File: src/rtl/mem_port_arbiter.sv
// mem_port_arbiter: shares one single-port memory between an instruction-fetch
// port and a data-memory port. Grants are combinational so a granted access
// drives the memory port in the same cycle; read data returns one cycle later
// and is steered to whichever port issued the read.
// Optional feature macro: ARB_STARVE_GUARD_EN -- lets a starved fetch win once
// its consecutive-denial count reaches STARVE_LIMIT.
module mem_port_arbiter #(
  parameter int ADDR_W       = 32,
  parameter int DATA_W       = 32,
  parameter int STARVE_LIMIT = 4
) (
  input  logic              clk,
  input  logic              rst,
  input  logic              if_req,
  input  logic [ADDR_W-1:0] if_addr,
  output logic              if_gnt,
  output logic              if_rvalid,
  output logic [DATA_W-1:0] if_rdata,
  input  logic              dm_req,
  input  logic              dm_we,
  input  logic [ADDR_W-1:0] dm_addr,
  input  logic [DATA_W-1:0] dm_wdata,
  output logic              dm_gnt,
  output logic              dm_rvalid,
  output logic [DATA_W-1:0] dm_rdata,
  output logic              mem_en,
  output logic              mem_we,
  output logic [ADDR_W-1:0] mem_addr,
  output logic [DATA_W-1:0] mem_wdata,
  input  logic [DATA_W-1:0] mem_rdata,
  output logic              stall
);

  typedef enum logic [1:0] {
    OWN_NONE = 2'd0,
    OWN_IF   = 2'd1,
    OWN_DM   = 2'd2
  } own_t;

  own_t       rd_own_reg, rd_own_next;
  logic [2:0] starve_cnt_reg, starve_cnt_next;
  logic       force_if;

  // Arbitration: data wins by default; nothing is granted while in reset.
  always_comb begin
    force_if = 1'b0;
`ifdef ARB_STARVE_GUARD_EN
    force_if = if_req && (starve_cnt_reg >= 3'(STARVE_LIMIT));
`endif
    if_gnt = 1'b0;
    dm_gnt = 1'b0;
    if (!rst) begin
      if (force_if) begin
        if_gnt = 1'b1;
      end else if (dm_req) begin
        dm_gnt = 1'b1;
      end else if (if_req) begin
        if_gnt = 1'b1;
      end
    end
  end

  // Memory port mux: driven from the granted requester, zero when idle.
  always_comb begin
    mem_en    = if_gnt | dm_gnt;
    mem_we    = dm_gnt & dm_we;
    mem_addr  = '0;
    mem_wdata = '0;
    if (dm_gnt) begin
      mem_addr  = dm_addr;
      mem_wdata = dm_wdata;
    end else if (if_gnt) begin
      mem_addr  = if_addr;
    end
  end

  // Next read owner and starvation count; stores never claim the read path.
  always_comb begin
    rd_own_next     = OWN_NONE;
    starve_cnt_next = 3'd0;
    if (if_gnt) begin
      rd_own_next = OWN_IF;
    end else if (dm_gnt && !dm_we) begin
      rd_own_next = OWN_DM;
    end
    if (if_req && !if_gnt) begin
      starve_cnt_next = (starve_cnt_reg == 3'd7) ? 3'd7 : starve_cnt_reg + 3'd1;
    end
  end

  // State registers; reset discards any read still in flight.
  always_ff @(posedge clk) begin
    if (rst) begin
      rd_own_reg     <= OWN_NONE;
      starve_cnt_reg <= 3'd0;
    end else begin
      rd_own_reg     <= rd_own_next;
      starve_cnt_reg <= starve_cnt_next;
    end
  end

  // Read-data return and stall; everything held at zero during reset.
  always_comb begin
    if_rvalid = !rst && (rd_own_reg == OWN_IF);
    dm_rvalid = !rst && (rd_own_reg == OWN_DM);
    if_rdata  = if_rvalid ? mem_rdata : '0;
    dm_rdata  = dm_rvalid ? mem_rdata : '0;
    stall     = !rst && if_req && !if_gnt;
  end

endmodule
File: config.mk
export PLATFORM = sky130hd
export DESIGN_NAME = mem_port_arbiter
export DESIGN_NICKNAME = d
export VERILOG_FILES = /design/src/rtl/mem_port_arbiter.sv
export SDC_FILE = /design/constraint.sdc
export NUM_CORES = 1
export LEC_CHECK = 0
export BUFFER_PORTS_ARGS = -buffer_cell sky130_fd_sc_hd__buf_4
export CAP_MARGIN = 20
export CORE_AREA = 2 2 104 106
export DETAILED_ROUTE_END_ITERATION = 7
export DIE_AREA = 0 0 106 108
export PLACE_DENSITY = 0.53
export SLEW_MARGIN = 20
export SYNTH_ARGS = -nofsm -noshare
export SYNTH_HDL_FRONTEND = slang
export SYNTH_SLANG_ARGS = --single-unit
File: constraint.sdc
create_clock -name clk -period 1.08 [get_ports clk]
set_clock_uncertainty 0.1 [all_clocks]
set_input_delay 0.054 -clock clk [delete_from_list [all_inputs] [get_ports clk]]
set_output_delay 0.054 -clock clk [all_outputs]
set_load 0.01 [all_outputs]
==> impl_metrics.env <==
export IMPL_fillers=1041
export IMPL_crit_arrival_ns=1.32
export IMPL_critPathKind="flip-flop to output port"
export IMPL_clock_sinks=2
export IMPL_cts_root_buf="clkbuf_8"
export IMPL_first_iter_violations=106
export IMPL_grt_pass1_wl_mm=10.8
export IMPL_fin_crit_ns=1.47
export IMPL_fmax_mhz=680
export IMPL_cts_tree="yes"
export IMPL_rsz0062_at_grt="true"
export IMPL_crit_path_end_kind="output port"
export IMPL_violations="negative setup slack"
export IMPL_routed_wl_mm=8.55
export IMPL_num_rows=37
export IMPL_path_clk_slew_ns=0.03
export IMPL_routedWlPerCell_um=15.0
export IMPL_hp_class="primary input to flip-flop"
export IMPL_worstSetupStartpointType="flip-flop"
export IMPL_core_area_sq_um=10200
export IMPL_drc_errors=0
export IMPL_worst_slew_pin_slew_ns=0.373
export IMPL_pwr_share_comb=0.751
export IMPL_finalCritPeriodShare=1.36
export IMPL_relSlewSlack=0.751
export IMPL_yosysSeqAreaShare=0.0349
export IMPL_ys_ff_latch=2
export IMPL_die_h_um=108
export IMPL_swShare=0.316
export IMPL_ant_nets=0
export IMPL_dieWidth_um=106
export IMPL_power_density_nw_per_um2=391
export IMPL_gp_congestion=0.699
export IMPL_pwr_share_seq=0.054
export IMPL_p_switching_mw=0.477
export IMPL_fin_ws_ns=-0.391
export IMPL_io_buffers=267
export IMPL_ir_worst_vdd_v=0.000229
export IMPL_grt_overflow_total=0
export IMPL_fin_tns_setup_ns=-22.54
export IMPL_area_growth_pct=236
export IMPL_antenna_found_initial=0
export IMPL_ys_types=13
export IMPL_avgSynthCellArea_sq_um=7.13
export IMPL_grt_pass1_vias=2137
export IMPL_via_per_inst=4.09
export IMPL_netlist_area_sq_um=1150
export IMPL_ios=268
export IMPL_n_antenna_cell=0
export IMPL_static_leakage_power_nw=2.03
export IMPL_die_area_sq_um=11400
export IMPL_firstDrtPassIters=4
export IMPL_layout_nets=569
export IMPL_finalMaxSlewViolations=0
export IMPL_largest_register_ffs=2
export IMPL_hold_violations=0
export IMPL_initial_utilization=0.112
export IMPL_worstPathRequired_ns=0.93
export IMPL_synth_yosys_warnings=0
export IMPL_hpwl_mm=6.39
export IMPL_p_int_mw=1.03
export IMPL_place_ws_ns=-0.122
export IMPL_via_count=2332
export IMPL_drive_gt1_frac=0.774
export IMPL_track_usage=0.116
export IMPL_cts_htree_levels=1
export IMPL_outcome="finished with violations"
export IMPL_clk_path_buf_depth=2
export IMPL_maxCapViolations=0
export IMPL_grt_start_max_net_pins=37
export IMPL_numCtsBuffers=3
export IMPL_synthesis_nets=294
export IMPL_pwr_share_clk=0.195
export IMPL_cp_max_fo=6
export IMPL_setup_viol=66
export IMPL_postSynthCellCount=161
[cell usage after synthesis]
cell        n  area share
nor2b_1     1      0.0055
buf_6       2       0.020
nor2b_2     1      0.0076
nor2_2      1      0.0055
a32o_1     32        0.28
buf_2       7       0.031
and2_1    100        0.55
nor3b_2     2       0.022
clkbuf_2    4       0.017
clkbuf_1    6       0.020
nor2_1      2      0.0065
buf_4       1      0.0065
dfxtp_1     2       0.035
[what timing repair did]
action,4_1_cts,5_1_grt
setup endpoints to repair,68,98
buffers inserted,0,5
pin swaps,0,39
hold buffers,1,0
gates cloned,0,9
endpoints found under the hold margin,1,0
resized for setup,2,101
[area by class of cell]
cell class,instances,area (sq um),share of cell area
Clock buffer,3,41.3,0.0107
Timing Repair Buffer,290,2490,0.645
Tap cell,136,170,0.0441
Multi-Input combinational cell,139,1120,0.290
Sequential cell,2,42.5,0.0110
[power by group through the flow]
stage / clock network (mW) / registers [mW] / logic, mW
floorplan: 0 / 0.0798 / 0.321
global placement: 0 / 0.0800 / 1.01
detailed placement: 0 / 0.0803 / 1.01
CTS: 0.303 / 0.0794 / 1.02
global route: 0.313 / 0.0820 / 1.21
finish: 0.294 / 0.0817 / 1.13
[worst max-delay path, stage by stage (launching register included)]
cell and delay, ns:
dfxtp_2 0.35, nor3b_4 0.25, buf_6 0.15, buf_6 0.12
and2_4 0.14, buf_6 0.09
[stage by stage]
stage	util	area [sq um]	hold slack, ns	power, mW	std cells
final	0.377	3860	0.222	1.51	570
after global routing	0.377	3860	0.245	1.61	570
after CTS	0.330	3380	0.217	1.40	556
after detailed placement	0.324	3320	0.133	1.09	552
after global placement	0.324	3320	0.126	1.09	552
after floorplan	-	1150	0.0256	0.400	161
[worst paths after layout]
kind / start / endpoint / depth (start not counted)
max: rd_own_reg[1]$_SDFF_PP0_ / dm_rdata[12] / 5
min: if_req / rd_own_reg[0]$_SDFF_PP0_ / 2
[cell usage in the layout (no fill, tap or decap)]
cell           instances
clkbuf_16              3
dlygate4sd3_1          1
buf_6                 51
clkbuf_8               3
and2_4                38
nor3b_4                2
nor2b_4                1
nor2_4                 1
a32o_1                32
buf_12                 5
nor2_1                 2
buf_4                230
dfxtp_2                2
nor2b_1                1
and2_1                62
[kinds of logic after synthesis]
kind of cell / after synthesis / synth area share
buffers and inverters: 20 / 0.0938
flip-flops: 2 / 0.0349
AND/OR/NAND/NOR: 107 / 0.592
AO/OA/AOI/OAI: 32 / 0.279
[routing by layer]
metal,routed length (um),up-vias,GRT usage
li1,-,1113,-
met1,3030,1051,0.134
met2,4660,166,0.218
met3,848,2,0.0325
met4,8,0,0.0160
met5,0,-,0
Power figures use the tool's default switching activity.
